File: config.mk
export PLATFORM = sky130hd
export DESIGN_NAME = ysyx_24120013_mc_ctrl_flat
export DESIGN_NICKNAME = d
export VERILOG_FILES = /design/src/rtl/ysyx_24120013_mc_ctrl_if.sv /design/src/rtl/ysyx_24120013_mc_ctrl.sv /design/src/flat_wrapper.sv
export SDC_FILE = /design/constraint.sdc
export NUM_CORES = 1
export LEC_CHECK = 0
export CORE_MARGIN = 2
export CORE_UTILIZATION = 45
export CTS_BUF_LIST = sky130_fd_sc_hd__clkbuf_2 sky130_fd_sc_hd__clkbuf_4 sky130_fd_sc_hd__clkbuf_8
export DETAILED_ROUTE_END_ITERATION = 6
export HOLD_SLACK_MARGIN = 0.08
export PLACE_DENSITY = 0.87
export SKIP_LAST_GASP = 1
export SYNTH_ARGS = -nofsm -noshare
export SYNTH_HDL_FRONTEND = slang
export SYNTH_SLANG_ARGS = --single-unit
File: constraint.sdc
create_clock -name clk -period 3.5 [get_ports clk]
set_clock_uncertainty 0.2 [all_clocks]
set_input_delay 0.35 -clock clk [delete_from_list [all_inputs] [get_ports clk]]
set_output_delay 0.35 -clock clk [all_outputs]
set_load 0.02 [all_outputs]
File: src/rtl/ysyx_24120013_mc_ctrl_if.sv
// Fetch and load/store handshake bundle between the multi-cycle sequencer and memory.
// The master side issues requests; the slave side answers with ready/rvalid/rdata.
interface ysyx_24120013_mc_ctrl_if #(
  parameter int unsigned ADDR_WIDTH = 32,
  parameter int unsigned DATA_WIDTH = 32
);
  logic                  if_req;
  logic [ADDR_WIDTH-1:0] if_addr;
  logic                  if_ready;
  logic                  if_rvalid;
  logic [DATA_WIDTH-1:0] if_rdata;
  logic                  lsu_req;
  logic                  lsu_ready;
  logic                  lsu_rvalid;

  modport master (
    output if_req, if_addr, lsu_req,
    input  if_ready, if_rvalid, if_rdata, lsu_ready, lsu_rvalid
  );

  modport slave (
    input  if_req, if_addr, lsu_req,
    output if_ready, if_rvalid, if_rdata, lsu_ready, lsu_rvalid
  );
endinterface

File: src/rtl/ysyx_24120013_mc_ctrl.sv
// Multi-cycle FETCH/DECODE/EXEC/MEM/WB sequencer: owns the PC, drives the bus
// handshakes, gates register writes to one pulse per instruction and halts on error.
module ysyx_24120013_mc_ctrl #(
  parameter int unsigned           ADDR_WIDTH = 32,
  parameter int unsigned           DATA_WIDTH = 32,
  parameter logic [ADDR_WIDTH-1:0] RESET_PC   = ADDR_WIDTH'(32'h8000_0000),
  parameter int unsigned           TIMEOUT    = 255,
  parameter int unsigned           CNT_WIDTH  = 32
) (
  input  logic                   clk,
  input  logic                   rst_n,
  ysyx_24120013_mc_ctrl_if.master bus,
  output logic [DATA_WIDTH-1:0]  inst,
  input  logic                   dec_load,
  input  logic                   dec_store,
  input  logic                   dec_ebreak,
  input  logic                   dec_illegal,
  input  logic                   dec_wb,
  input  logic                   exu_jmp_en,
  input  logic [ADDR_WIDTH-1:0]  exu_next_pc,
  output logic                   rf_wen,
  output logic [ADDR_WIDTH-1:0]  pc,
  output logic                   retire,
  output logic [CNT_WIDTH-1:0]   retire_cnt,
  output logic                   halted,
  output logic                   err
);
  localparam int unsigned TMO_W = (TIMEOUT > 1) ? $clog2(TIMEOUT) : 1;
  localparam logic [TMO_W-1:0] TMO_LAST = TMO_W'(TIMEOUT - 1);

  typedef enum logic [2:0] {
    S_FETCH, S_FWAIT, S_DECODE, S_EXEC, S_MEM, S_MWAIT, S_WB, S_HALT
  } state_t;

  state_t                state;
  logic [ADDR_WIDTH-1:0] pc_q;
  logic [ADDR_WIDTH-1:0] next_pc_q;
  logic [DATA_WIDTH-1:0] inst_q;
  logic [CNT_WIDTH-1:0]  retire_cnt_q;
  logic [TMO_W-1:0]      tmo_cnt;
  logic                  if_req_q, lsu_req_q, rf_wen_q, retire_q, halted_q, err_q;
  logic                  load_q, store_q, wb_q, jmp_q;
  logic                  tmo_hit;

  assign tmo_hit = (tmo_cnt == TMO_LAST);

  // All strobes are registered alongside the state transition that enables them.
  // After reset the first FETCH cycle only raises if_req, so nothing is requested while rst_n is low.
  always_ff @(posedge clk or negedge rst_n) begin
    if (!rst_n) begin
      state        <= S_FETCH;
      pc_q         <= RESET_PC;
      next_pc_q    <= '0;
      inst_q       <= '0;
      retire_cnt_q <= '0;
      tmo_cnt      <= '0;
      if_req_q     <= 1'b0;
      lsu_req_q    <= 1'b0;
      rf_wen_q     <= 1'b0;
      retire_q     <= 1'b0;
      halted_q     <= 1'b0;
      err_q        <= 1'b0;
      load_q       <= 1'b0;
      store_q      <= 1'b0;
      wb_q         <= 1'b0;
      jmp_q        <= 1'b0;
    end else begin
      rf_wen_q <= 1'b0;
      retire_q <= 1'b0;
      case (state)
        S_FETCH: begin
          if (!if_req_q) begin
            if_req_q <= 1'b1;
          end else if (bus.if_ready) begin
            if_req_q <= 1'b0;
            tmo_cnt  <= '0;
            state    <= S_FWAIT;
          end else if (tmo_hit) begin
            if_req_q <= 1'b0;
            halted_q <= 1'b1;
            err_q    <= 1'b1;
            state    <= S_HALT;
          end else begin
            tmo_cnt <= tmo_cnt + TMO_W'(1);
          end
        end
        S_FWAIT: begin
          // A response in the last allowed wait cycle wins over the timeout.
          if (bus.if_rvalid) begin
            inst_q  <= bus.if_rdata;
            tmo_cnt <= '0;
            state   <= S_DECODE;
          end else if (tmo_hit) begin
            halted_q <= 1'b1;
            err_q    <= 1'b1;
            state    <= S_HALT;
          end else begin
            tmo_cnt <= tmo_cnt + TMO_W'(1);
          end
        end
        S_DECODE: begin
          load_q  <= dec_load;
          store_q <= dec_store;
          wb_q    <= dec_wb;
          if (dec_illegal) begin
            halted_q <= 1'b1;
            err_q    <= 1'b1;
            state    <= S_HALT;
          end else if (dec_ebreak) begin
            halted_q <= 1'b1;
            state    <= S_HALT;
          end else begin
            state <= S_EXEC;
          end
        end
        S_EXEC: begin
          jmp_q     <= exu_jmp_en;
          next_pc_q <= exu_next_pc;
          if (load_q || store_q) begin
            lsu_req_q <= 1'b1;
            state     <= S_MEM;
          end else begin
            rf_wen_q <= wb_q;
            retire_q <= 1'b1;
            state    <= S_WB;
          end
        end
        S_MEM: begin
          if (bus.lsu_ready) begin
            lsu_req_q <= 1'b0;
            tmo_cnt   <= '0;
            state     <= S_MWAIT;
          end else if (tmo_hit) begin
            lsu_req_q <= 1'b0;
            halted_q  <= 1'b1;
            err_q     <= 1'b1;
            state     <= S_HALT;
          end else begin
            tmo_cnt <= tmo_cnt + TMO_W'(1);
          end
        end
        S_MWAIT: begin
          if (bus.lsu_rvalid) begin
            rf_wen_q <= wb_q & ~store_q;
            retire_q <= 1'b1;
            tmo_cnt  <= '0;
            state    <= S_WB;
          end else if (tmo_hit) begin
            halted_q <= 1'b1;
            err_q    <= 1'b1;
            state    <= S_HALT;
          end else begin
            tmo_cnt <= tmo_cnt + TMO_W'(1);
          end
        end
        S_WB: begin
          pc_q         <= jmp_q ? next_pc_q : pc_q + ADDR_WIDTH'(4);
          retire_cnt_q <= retire_cnt_q + CNT_WIDTH'(1);
          if_req_q     <= 1'b1;
          state        <= S_FETCH;
        end
        default: begin
          state <= S_HALT;
        end
      endcase
    end
  end

  assign bus.if_req  = if_req_q;
  assign bus.if_addr = pc_q;
  assign bus.lsu_req = lsu_req_q;
  assign inst        = inst_q;
  assign rf_wen      = rf_wen_q;
  assign pc          = pc_q;
  assign retire      = retire_q;
  assign retire_cnt  = retire_cnt_q;
  assign halted      = halted_q;
  assign err         = err_q;
endmodule

File: src/flat_wrapper.sv
// flat-port wrapper written by rule: the top's interface ports become plain ports
module ysyx_24120013_mc_ctrl_flat 
#(
  parameter int unsigned           ADDR_WIDTH = 32,
  parameter int unsigned           DATA_WIDTH = 32,
  parameter logic [ADDR_WIDTH-1:0] RESET_PC   = ADDR_WIDTH'(32'h8000_0000),
  parameter int unsigned           TIMEOUT    = 255,
  parameter int unsigned           CNT_WIDTH  = 32
)
  (clk, rst_n, inst, dec_load, dec_store, dec_ebreak, dec_illegal, dec_wb, exu_jmp_en, exu_next_pc, rf_wen, pc, retire, retire_cnt, halted, err, bus_if_req, bus_if_addr, bus_lsu_req, bus_if_ready, bus_if_rvalid, bus_if_rdata, bus_lsu_ready, bus_lsu_rvalid);
  ysyx_24120013_mc_ctrl_if #(.ADDR_WIDTH(ADDR_WIDTH), .DATA_WIDTH(DATA_WIDTH)) bus_i ();
  input  logic clk;
  input  logic rst_n;
  output logic [DATA_WIDTH-1:0] inst;
  input  logic dec_load;
  input  logic dec_store;
  input  logic dec_ebreak;
  input  logic dec_illegal;
  input  logic dec_wb;
  input  logic exu_jmp_en;
  input  logic [ADDR_WIDTH-1:0] exu_next_pc;
  output logic rf_wen;
  output logic [ADDR_WIDTH-1:0] pc;
  output logic retire;
  output logic [CNT_WIDTH-1:0] retire_cnt;
  output logic halted;
  output logic err;
  output wire logic [$bits(bus_i.if_req)-1:0] bus_if_req;
  output wire logic [$bits(bus_i.if_addr)-1:0] bus_if_addr;
  output wire logic [$bits(bus_i.lsu_req)-1:0] bus_lsu_req;
  input wire logic [$bits(bus_i.if_ready)-1:0] bus_if_ready;
  input wire logic [$bits(bus_i.if_rvalid)-1:0] bus_if_rvalid;
  input wire logic [$bits(bus_i.if_rdata)-1:0] bus_if_rdata;
  input wire logic [$bits(bus_i.lsu_ready)-1:0] bus_lsu_ready;
  input wire logic [$bits(bus_i.lsu_rvalid)-1:0] bus_lsu_rvalid;
  assign bus_if_req = bus_i.if_req;
  assign bus_if_addr = bus_i.if_addr;
  assign bus_lsu_req = bus_i.lsu_req;
  assign bus_i.if_ready = bus_if_ready;
  assign bus_i.if_rvalid = bus_if_rvalid;
  assign bus_i.if_rdata = bus_if_rdata;
  assign bus_i.lsu_ready = bus_lsu_ready;
  assign bus_i.lsu_rvalid = bus_lsu_rvalid;
  ysyx_24120013_mc_ctrl #(.ADDR_WIDTH(ADDR_WIDTH), .DATA_WIDTH(DATA_WIDTH), .RESET_PC(RESET_PC), .TIMEOUT(TIMEOUT), .CNT_WIDTH(CNT_WIDTH)) u_core (.clk(clk), .rst_n(rst_n), .bus(bus_i), .inst(inst), .dec_load(dec_load), .dec_store(dec_store), .dec_ebreak(dec_ebreak), .dec_illegal(dec_illegal), .dec_wb(dec_wb), .exu_jmp_en(exu_jmp_en), .exu_next_pc(exu_next_pc), .rf_wen(rf_wen), .pc(pc), .retire(retire), .retire_cnt(retire_cnt), .halted(halted), .err(err));
endmodule
==> results of run 1 <==
cell families (layout without fill, tap and decap cells):
group | after synthesis | after routing
AO/OA/AOI/OAI | 132 | 132
adder cells (fa/ha/maj) | 4 | 4
flip-flops | 149 | 149
buffers and inverters | 79 | 262
XOR/XNOR | 31 | 31
AND/OR/NAND/NOR | 216 | 216
multiplexers | 74 | 74
layout by cell type, fill, tap and decap left out, types with 4 or more instances in the layout:
| master | count |
|---|---|
| mux2_2 | 70 |
| nor4_1 | 8 |
| o2bb2ai_1 | 6 |
| nor2b_1 | 4 |
| xor2_1 | 8 |
| clkdlybuf4s50_1 | 208 |
| clkbuf_8 | 22 |
| a21oi_1 | 35 |
| nor3_2 | 4 |
| nor2_1 | 56 |
| a31oi_1 | 4 |
| a41oi_1 | 4 |
| nor3_1 | 11 |
| and4_1 | 11 |
| o21ai_0 | 34 |
| buf_4 | 9 |
| o22a_1 | 5 |
| ha_1 | 4 |
| mux2i_1 | 4 |
| or3_1 | 7 |
| a311oi_1 | 4 |
| dfrtp_1 | 147 |
| inv_1 | 12 |
| a22oi_1 | 8 |
| nand2_1 | 48 |
| nand4_1 | 15 |
| xnor2_1 | 23 |
| nand3_1 | 23 |
| and3_1 | 11 |
cell type report:
cell class | instances | area [um2] | share of cell area (%)
flip-flops and latches | 149 | 3731 | 38.02
well taps | 216 | 270.3 | 2.754
clock inverters | 7 | 118.9 | 1.211
inverters | 12 | 45.04 | 0.4589
multi-input cells | 457 | 3161 | 32.20
repair buffers | 219 | 2171 | 22.12
clock buffers | 24 | 317.8 | 3.238
sequential cells by signal (all words and copies together) (netlist names), 3 cells and up:
name / flops
u_core.state: 3
u_core.tmo_cnt: 8
u_core.retire_cnt: 32
u_core.inst: 32
u_core.bus.if_addr: 32
u_core.next_pc_q: 32
metal layers:
layer	routed length (um)	up-vias	track usage (%)
li1	-	2786	-
met1	7698	2958	27.68
met2	9110	264	34.18
met3	1169	35	5.594
met4	391	0	8.031
met5	0	-	0
critical path, cell delays in order, from the launching register on:
cell and delay, ns:
dfrtp_1 0.81, nand3b_2 0.25, nor3_1 0.39, nor4b_2 0.53, nand4_1 0.19, xnor2_1 0.16
through the flow:
| step | cell area [um2] | setup WS [ns] |
|---|---|---|
| final | 9814 | 0.8502 |
| after global routing | 9814 | 0.5864 |
| after CTS | 9814 | 0.8636 |
| after detailed placement | 9368 | 0.9070 |
| after global placement | 9368 | 1.030 |
| after floorplan | 7315 | 1.287 |
power breakdown:
group	switching [mW]	internal [mW]	leakage, nW
clock network	0.630	0.814	0.218
logic	1.80	1.81	1.94
registers	0.696	2.36	1.85
total	3.12	4.98	4.01
final timing paths:
check	end	slack, ns
setup / recovery	u_core.retire_cnt[21]	0.85
hold / removal	u_core.halted	0.27
max in group asynchronous	u_core.retire_cnt[3]	1.79
hold reg to reg	u_core.halted	0.27
setup reg to reg	u_core.retire_cnt[21]	0.85
min in group asynchronous	u_core.next_pc_q[5]	0.36
==> flow_summary.yaml, run 1 <==
critical_path:
  rr_worst_depth: 5
  r2r-start: "u_core.state[1]"
  worstPathArrival_ns: 2.77
  crit_type: "flop to flop"
  crit_start: "u_core.state[1]"
  startpoint_type: "flop"
  end_kind: "flop"
  crit_fanout: 24
  worstPathRequired_ns: 3.62
global_route:
  first_global_vias: 5706
  grt_max_degree: 91
  grt_first_pass_wirelength_mm: 29.82
  antenna_found_initial: 0
  overflow: 0
  grt_use_total_pct: 21.27
clock_tree:
  insertion_delay_ns: 0.44
  cts_setup_buffers: 0
  cts.hold.buffers_added: 1
  cts_made_buffers: 17
  clkSinkCount: 149
  cts_root_buf: "clkbuf_8"
  h-tree-depth: 4
  cts-resized-gates: 0
  cts_tree: "yes"
  clk_pin_slew_worst_paths_ns: 0.09
  clockBufferDepth: 2
logic_synthesis:
  synth-main-ff-cell: "dfrtp_1"
  synth-adder-area-share_pct: 0.6842
  synth_commonest_cells: "dfrtp_1 (148), mux2_2 (70), nor2_1 (57)"
  synthSimpleGateAreaFrac_pct: 15.67
  yosysWarnings: 0
  ys_types: 59
  synth_edf_count: 0
  synth_top_family_by_area: "simple AND/OR/NAND/NOR gates"
  muxShareOfSynthArea_pct: 11.32
  synth_top_area_share_pct: 50.63
  synth_top_area_cell: "dfrtp_1"
  synth.avg_cell_area_um2: 10.68
  ys_seq_area_share_pct: 50.99
  ys_async_sr_fraction_pct: 100.0
  synthesis.area_mm2: 0.007315
  syn_inst: 685
  ys_ff_latch: 149
  syn_nets: 765
  synth_compound_area_share_pct: 11.72
  synthXorXnorAreaFrac_pct: 3.712
  synth_most_common_cell: "dfrtp_1"
  netlist_top_cells_area: "dfrtp_1 (51%), mux2_2 (11%), buf_4 (3.4%)"
timing:
  tightest_slew_ns: 0.8213
  hold_violations: 0
  fin_crit_ns: 2.650
  setup_viol: 0
  rsz0062_at_grt: "no"
  maxSlewViolCount: 0
  fmax_mhz: 377.4
  whs_ns: 0.2694
  finalSetupTns_ns: 0
  period_share_pct: 75.71
  slew_headroom_pct: 45.25
hold_path:
  whs_path_depth: 1
  min_from: "u_core.halted"
  hold_class: "flop to flop"
job:
  drv_cap: 0
route:
  drtAntennaViolNets: 0
  drt_wl_total_mm: 18.37
  drc: 0
  viasPerCell: 5.575
  num_vias: 6043
  wl_per_cell_um: 16.95
  drt_iter0_markers: 611
  drtPass1Iterations: 6
power_and_ir_drop:
  total_leakage_power_nw: 4.010
  p_total_mw: 8.101
  irDropWorstVdd_v: 0.0005203
  powerDensity_mw_per_mm2: 825.4
floorplan:
  fp.dieW_um: 131.5
  ios: 210
  num_rows: 46
  fp.dieArea_mm2: 0.01729
  core_mm2: 0.01589
  start_util_pct: 46.05
  die-height_um: 131.5
cells_and_area:
  nFillCells: 1269
  area_delta_synth_final_pct: 34.18
  finalNonFillerCells: 1084
  diodes: 0
  drive_gt1_share_pct: 14.86
  fin_util_pct: 61.78
  layout.nets: 936
run_status:
  status: "finished, final reports clean"
placed_design:
  gp_congestion: 0.8597
  dp.cells: 1052
  place.detailed.hpwl_mm: 12.94
  io_buffers: 209
Power figures use the tool's default switching activity.
==> run 2, diff against run 1 <==
clock period = 2.69 ns   (was 3.5 ns; I/O delays follow)
==> flow_summary.yaml, run 2 (synthesis results as in run 1) <==
critical_path:
  crit_type: "flop to flop"
  worstPathRequired_ns: 2.85
  crit_fanout: 7
  cp_top_family: "simple AND/OR/NAND/NOR gates"
  r2r-start: "u_core.bus.if_addr[2]"
  worstPathArrival_ns: 2.43
  startpoint_type: "flop"
  cpMaxStageDelayCell: "dfrtp_1"
  end_kind: "flop"
  cp_cell_sequence: "ha_1 > and4_1 > nand4_1 > nor2_1 > a311oi_1 > a211oi_1"
  critical-path-max-stage-delay_ns: 0.45
  crit_start: "u_core.bus.if_addr[2]"
  cp.buffers_inverters: 0
global_route:
  overflow: 0
  antenna_found_initial: 0
  grt_use_total_pct: 21.47
  grt_max_degree: 62
  first_global_vias: 5807
  grt_first_pass_wirelength_mm: 30.01
route:
  drtPass1Iterations: 5
  viasPerCell: 5.515
  drt_iter0_markers: 473
  drtAntennaViolNets: 0
  wl_per_cell_um: 16.77
  num_vias: 6000
  drc: 0
  drt_wl_total_mm: 18.25
power_and_ir_drop:
  powerDensity_mw_per_mm2: 1058
  total_leakage_power_nw: 4.014
  irDropWorstVdd_v: 0.0006464
floorplan:
  die-height_um: 131.5
  start_util_pct: 46.05
  core_mm2: 0.01589
  fp.dieArea_mm2: 0.01729
  fp.dieW_um: 131.5
  ios: 210
  num_rows: 46
timing:
  fin_crit_ns: 2.267
  period_share_pct: 84.27
  slew_headroom_pct: 52.36
  hold_violations: 0
  maxSlewViolCount: 0
  tightest_slew_ns: 0.7120
  worst_slack_ns: 0.4232
  finalSetupTns_ns: 0
  fmax_mhz: 441.2
  rsz0062_at_grt: "no"
  setup_viol: 0
cells_and_area:
  layout_commonest_cell: "clkdlybuf4s50_1"
  nFillCells: 1302
  drive_gt1_share_pct: 15.25
  area_delta_synth_final_pct: 34.35
  layout.nets: 941
  final_cell_mix: "clkdlybuf4s50_1 (208), dfrtp_1 (147), mux2_2 (70), nor2_1 (56), nand2_1 (48)"
  diodes: 0
clock_tree:
  insertion_delay_ns: 0.46
  clkSinkCount: 149
  cts-resized-gates: 0
  cts_tree: "yes"
  h-tree-depth: 4
  clk_pin_slew_worst_paths_ns: 0.09
  cts_root_buf: "clkbuf_8"
  cts_made_buffers: 17
  clockBufferDepth: 2
placed_design:
  gp_congestion: 0.8454
  io_buffers: 209
  place.detailed.hpwl_mm: 13.02
  pre_cts_ws_ns: 0.4671
hold_path:
  hold_class: "input pin to async pin"
job:
  drv_cap: 0
run_status:
  status: "finished, final reports clean"
==> run 2: cell count changes in the layout (fill, tap and decap cells not counted) <==
| cell | delta |
|---|---|
| clkinv_4 | +1 |
| bufinv_16 | -1 |
| inv_6 | +2 |
| clkinvlp_4 | +1 |
| buf_4 | +2 |
| clkbuf_4 | -1 |
| buf_12 | +3 |
| clkinv_2 | +2 |
| clkbuf_8 | -5 |
==> run 2: layout make-up <==
class | count | area [um2] | share of cell area (%)
clock buffers | 18 | 241.5 | 2.457
clock inverters | 12 | 132.6 | 1.350
inverters | 12 | 45.04 | 0.4584
multi-input cells | 457 | 3161 | 32.16
flip-flops and latches | 149 | 3731 | 37.97
well taps | 216 | 270.3 | 2.750
repair buffers | 224 | 2246 | 22.85
==> run 2: per-stage QoR <==
step | hold WS, ns | instances | util [%] | area, um2 | total power, mW
after floorplan | -0.2266 | 685 | - | 7315 | 6.803
after CTS | 0.1540 | 1088 | 61.86 | 9827 | 10.46
after detailed placement | 0.1028 | 1057 | 59.44 | 9443 | 8.746
after global routing | 0.1853 | 1088 | 61.86 | 9827 | 11.01
final | 0.1580 | 1088 | 61.86 | 9827 | 10.40
after global placement | 0.09503 | 1057 | 59.44 | 9443 | 8.589
==> run 2: worst paths after layout <==
| path | to | slack, ns | cells past startpoint |
|---|---|---|---|
| worst min-delay path | u_core.bus.if_addr[2] | 0.16 | 2 |
| min in group clk | u_core.next_pc_q[12] | 0.22 | 2 |
| worst max register to register | u_core.bus.if_addr[26] | 0.42 | 6 |
| max in group asynchronous | u_core.inst[4] | 1.40 | 3 |
| worst max-delay path | u_core.bus.if_addr[26] | 0.42 | 6 |
| worst min register to register | u_core.err | 0.27 | 1 |
==> run 2: timing repair <==
item,4_1_cts,5_1_grt
hold buffers,1,0
endpoints found under the hold margin,104,0
buffers inserted,0,0
==> run 2: power by group <==
group	switching [mW]	internal, mW
combinational	2.38	2.41
clock	0.855	0.825
sequential	0.863	3.07
==> run 2: routing by layer <==
layer / share of wire, % / wire, um / GRT usage [%]
met3: 5.7 / 1033 / 5.285
met4: 2.0 / 374 / 7.186
met5: 0 / 0 / 0
met2: 50 / 9200 / 35.72
met1: 42 / 7642 / 27.50
==> run 3, diff against run 2 <==
PLACE_DENSITY = 0.9   (was 0.87)
clock period = 1.9 ns   (was 2.69 ns; I/O delays follow)
==> flow_summary.yaml, run 3 (synthesis results as in run 1) <==
run_status:
  status: "finished with violations"
  violations: "negative setup slack"
route:
  viasPerCell: 5.690
  num_vias: 6692
  drt_wl_total_mm: 21.92
  drc: 0
  drtAntennaViolNets: 0
  drt_iter0_markers: 597
  wl_per_cell_um: 18.64
  drtPass1Iterations: 7
critical_path:
  startpoint_type: "flop"
  cp_top_family: "simple AND/OR/NAND/NOR gates"
  cp.buffers_inverters: 0
  end_kind: "flop"
  worstPathRequired_ns: 2.08
  crit_fanout: 6
  cpMaxStageDelayCell: "or3_4"
  cp_cell_sequence: "ha_4 > nand4b_4 > or3_4 > nor4_4 > nand3_1 > xnor2_1"
  critical-path-max-stage-delay_ns: 0.44
  worstPathArrival_ns: 2.11
  crit_type: "flop to flop"
clock_tree:
  cts_tree: "yes"
  insertion_delay_ns: 0.46
  cts_root_buf: "clkbuf_8"
  clockBufferDepth: 2
  clkSinkCount: 149
  h-tree-depth: 4
  clk_pin_slew_worst_paths_ns: 0.09
  cts_made_buffers: 17
floorplan:
  fp.dieW_um: 131.5
  start_util_pct: 46.05
  fp.dieArea_mm2: 0.01729
  ios: 210
  core_mm2: 0.01589
  die-height_um: 131.5
  num_rows: 46
global_route:
  grt_busiest_layer: "met2"
  antenna_found_initial: 1
  overflow: 0
  grt_use_met1_pct: 28.26
  grt_first_pass_wirelength_mm: 34.00
  grt_use_total_pct: 24.43
  grt_max_degree: 51
  grtUsageMet3_pct: 6.867
  first_global_vias: 6832
  gr-usage-met2_pct: 41.80
job:
  drv_cap: 0
power_and_ir_drop:
  total_leakage_power_nw: 5.087
  powerDensity_mw_per_mm2: 1491
  irDropWorstVdd_v: 0.001033
cells_and_area:
  fin_util_pct: 68.42
  layout.nets: 1026
  final_cell_mix: "dfrtp_1 (132), clkdlybuf4s50_1 (105), dlygate4sd2_1 (86), buf_4 (86), mux2_2 (70)"
  area_delta_synth_final_pct: 48.58
  layout_commonest_cell: "dfrtp_1"
  drive_gt1_share_pct: 28.15
timing:
  fin_crit_ns: 1.930
  worst_slack_ns: -0.03032
  slew_headroom_pct: 69.80
  fmax_mhz: 518.0
  rsz0062_at_grt: "yes"
  maxSlewViolCount: 0
  setup_viol: 26
  hold_violations: 0
  period_share_pct: 101.6
  tightest_slew_ns: 0.4531
hold_path:
  hold_class: "input pin to flop"
placed_design:
  gp_congestion: 0.8699
  io_buffers: 209
  pre_cts_ws_ns: -0.1634
  place.detailed.hpwl_mm: 14.64
run 3: cell types whose count changed in the layout (fill, tap and decap cells not counted), moves of 6 or more:
cell and change:
dfrtp_1 -15, dlygate4sd2_1 +86, nor2_1 -6, clkdlybuf4s50_1 -103, dlymetal6s2s_1 +17, dfrtp_2 +15, buf_4 +75
run 3: what timing repair did:
item	CTS	global route
setup buffers	4	5
setup endpoints to repair	156	129
cloned	0	2
resized for setup	104	47
endpoints found under the hold margin	149	0
hold buffers	2	0
pin swaps	4	13
run 3: stage by stage:
step                hold WS, ns  instances  cell area, um2  TNS, ns  power [mW]
floorplan               -0.3056        685            7395  -0.2655       9.691
global placement       -0.05347       1130           10110  -0.2741       12.85
detailed placement     -0.05081       1130           10110   -1.676       13.17
CTS                      0.1074       1168           10610  -0.1842       15.92
global route             0.1027       1176           10870   -2.610       16.99
finish                   0.1329       1176           10870  -0.3651       16.20
run 3: final cells by class:
class                   count  area, um2
diodes                      1      2.502
inverters                  12      45.04
repair buffers            309       2918
multi-input cells         457       3398
clock buffers              17      234.0
fillers                  1177       5017
flip-flops and latches    149       3750
well taps                 216      270.3
clock inverters            15      250.2
run 3: metal layers:
layer  share of wire [%]  up-vias
li1                    -     2972
met1                  38     3321
met5                   0        -
met4                 3.7        0
met3                 7.4       72
met2                  51      327
run 3: final timing paths:
kind,to,start,slack [ns],depth (start not counted)
setup / recovery,u_core.retire_cnt[28],u_core.retire_cnt[1],-0.03,6
max in group asynchronous,u_core.wb_q,rst_n,0.32,4
hold reg to reg,u_core.halted,u_core.halted,0.27,1
hold / removal,u_core.inst[19],bus_if_rdata[19],0.13,2
min in group asynchronous,u_core.next_pc_q[2],rst_n,0.57,3
setup reg to reg,u_core.retire_cnt[28],u_core.retire_cnt[1],-0.03,6
run 3: report_power, final:
group | leakage [nW] | total, mW | switching, mW | internal [mW]
combinational | 3.02 | 7.97 | 4.25 | 3.72
clock | 0.241 | 3.00 | 1.29 | 1.71
sequential | 1.83 | 5.24 | 0.875 | 4.36
total | 5.09 | 16.2 | 6.41 | 9.79
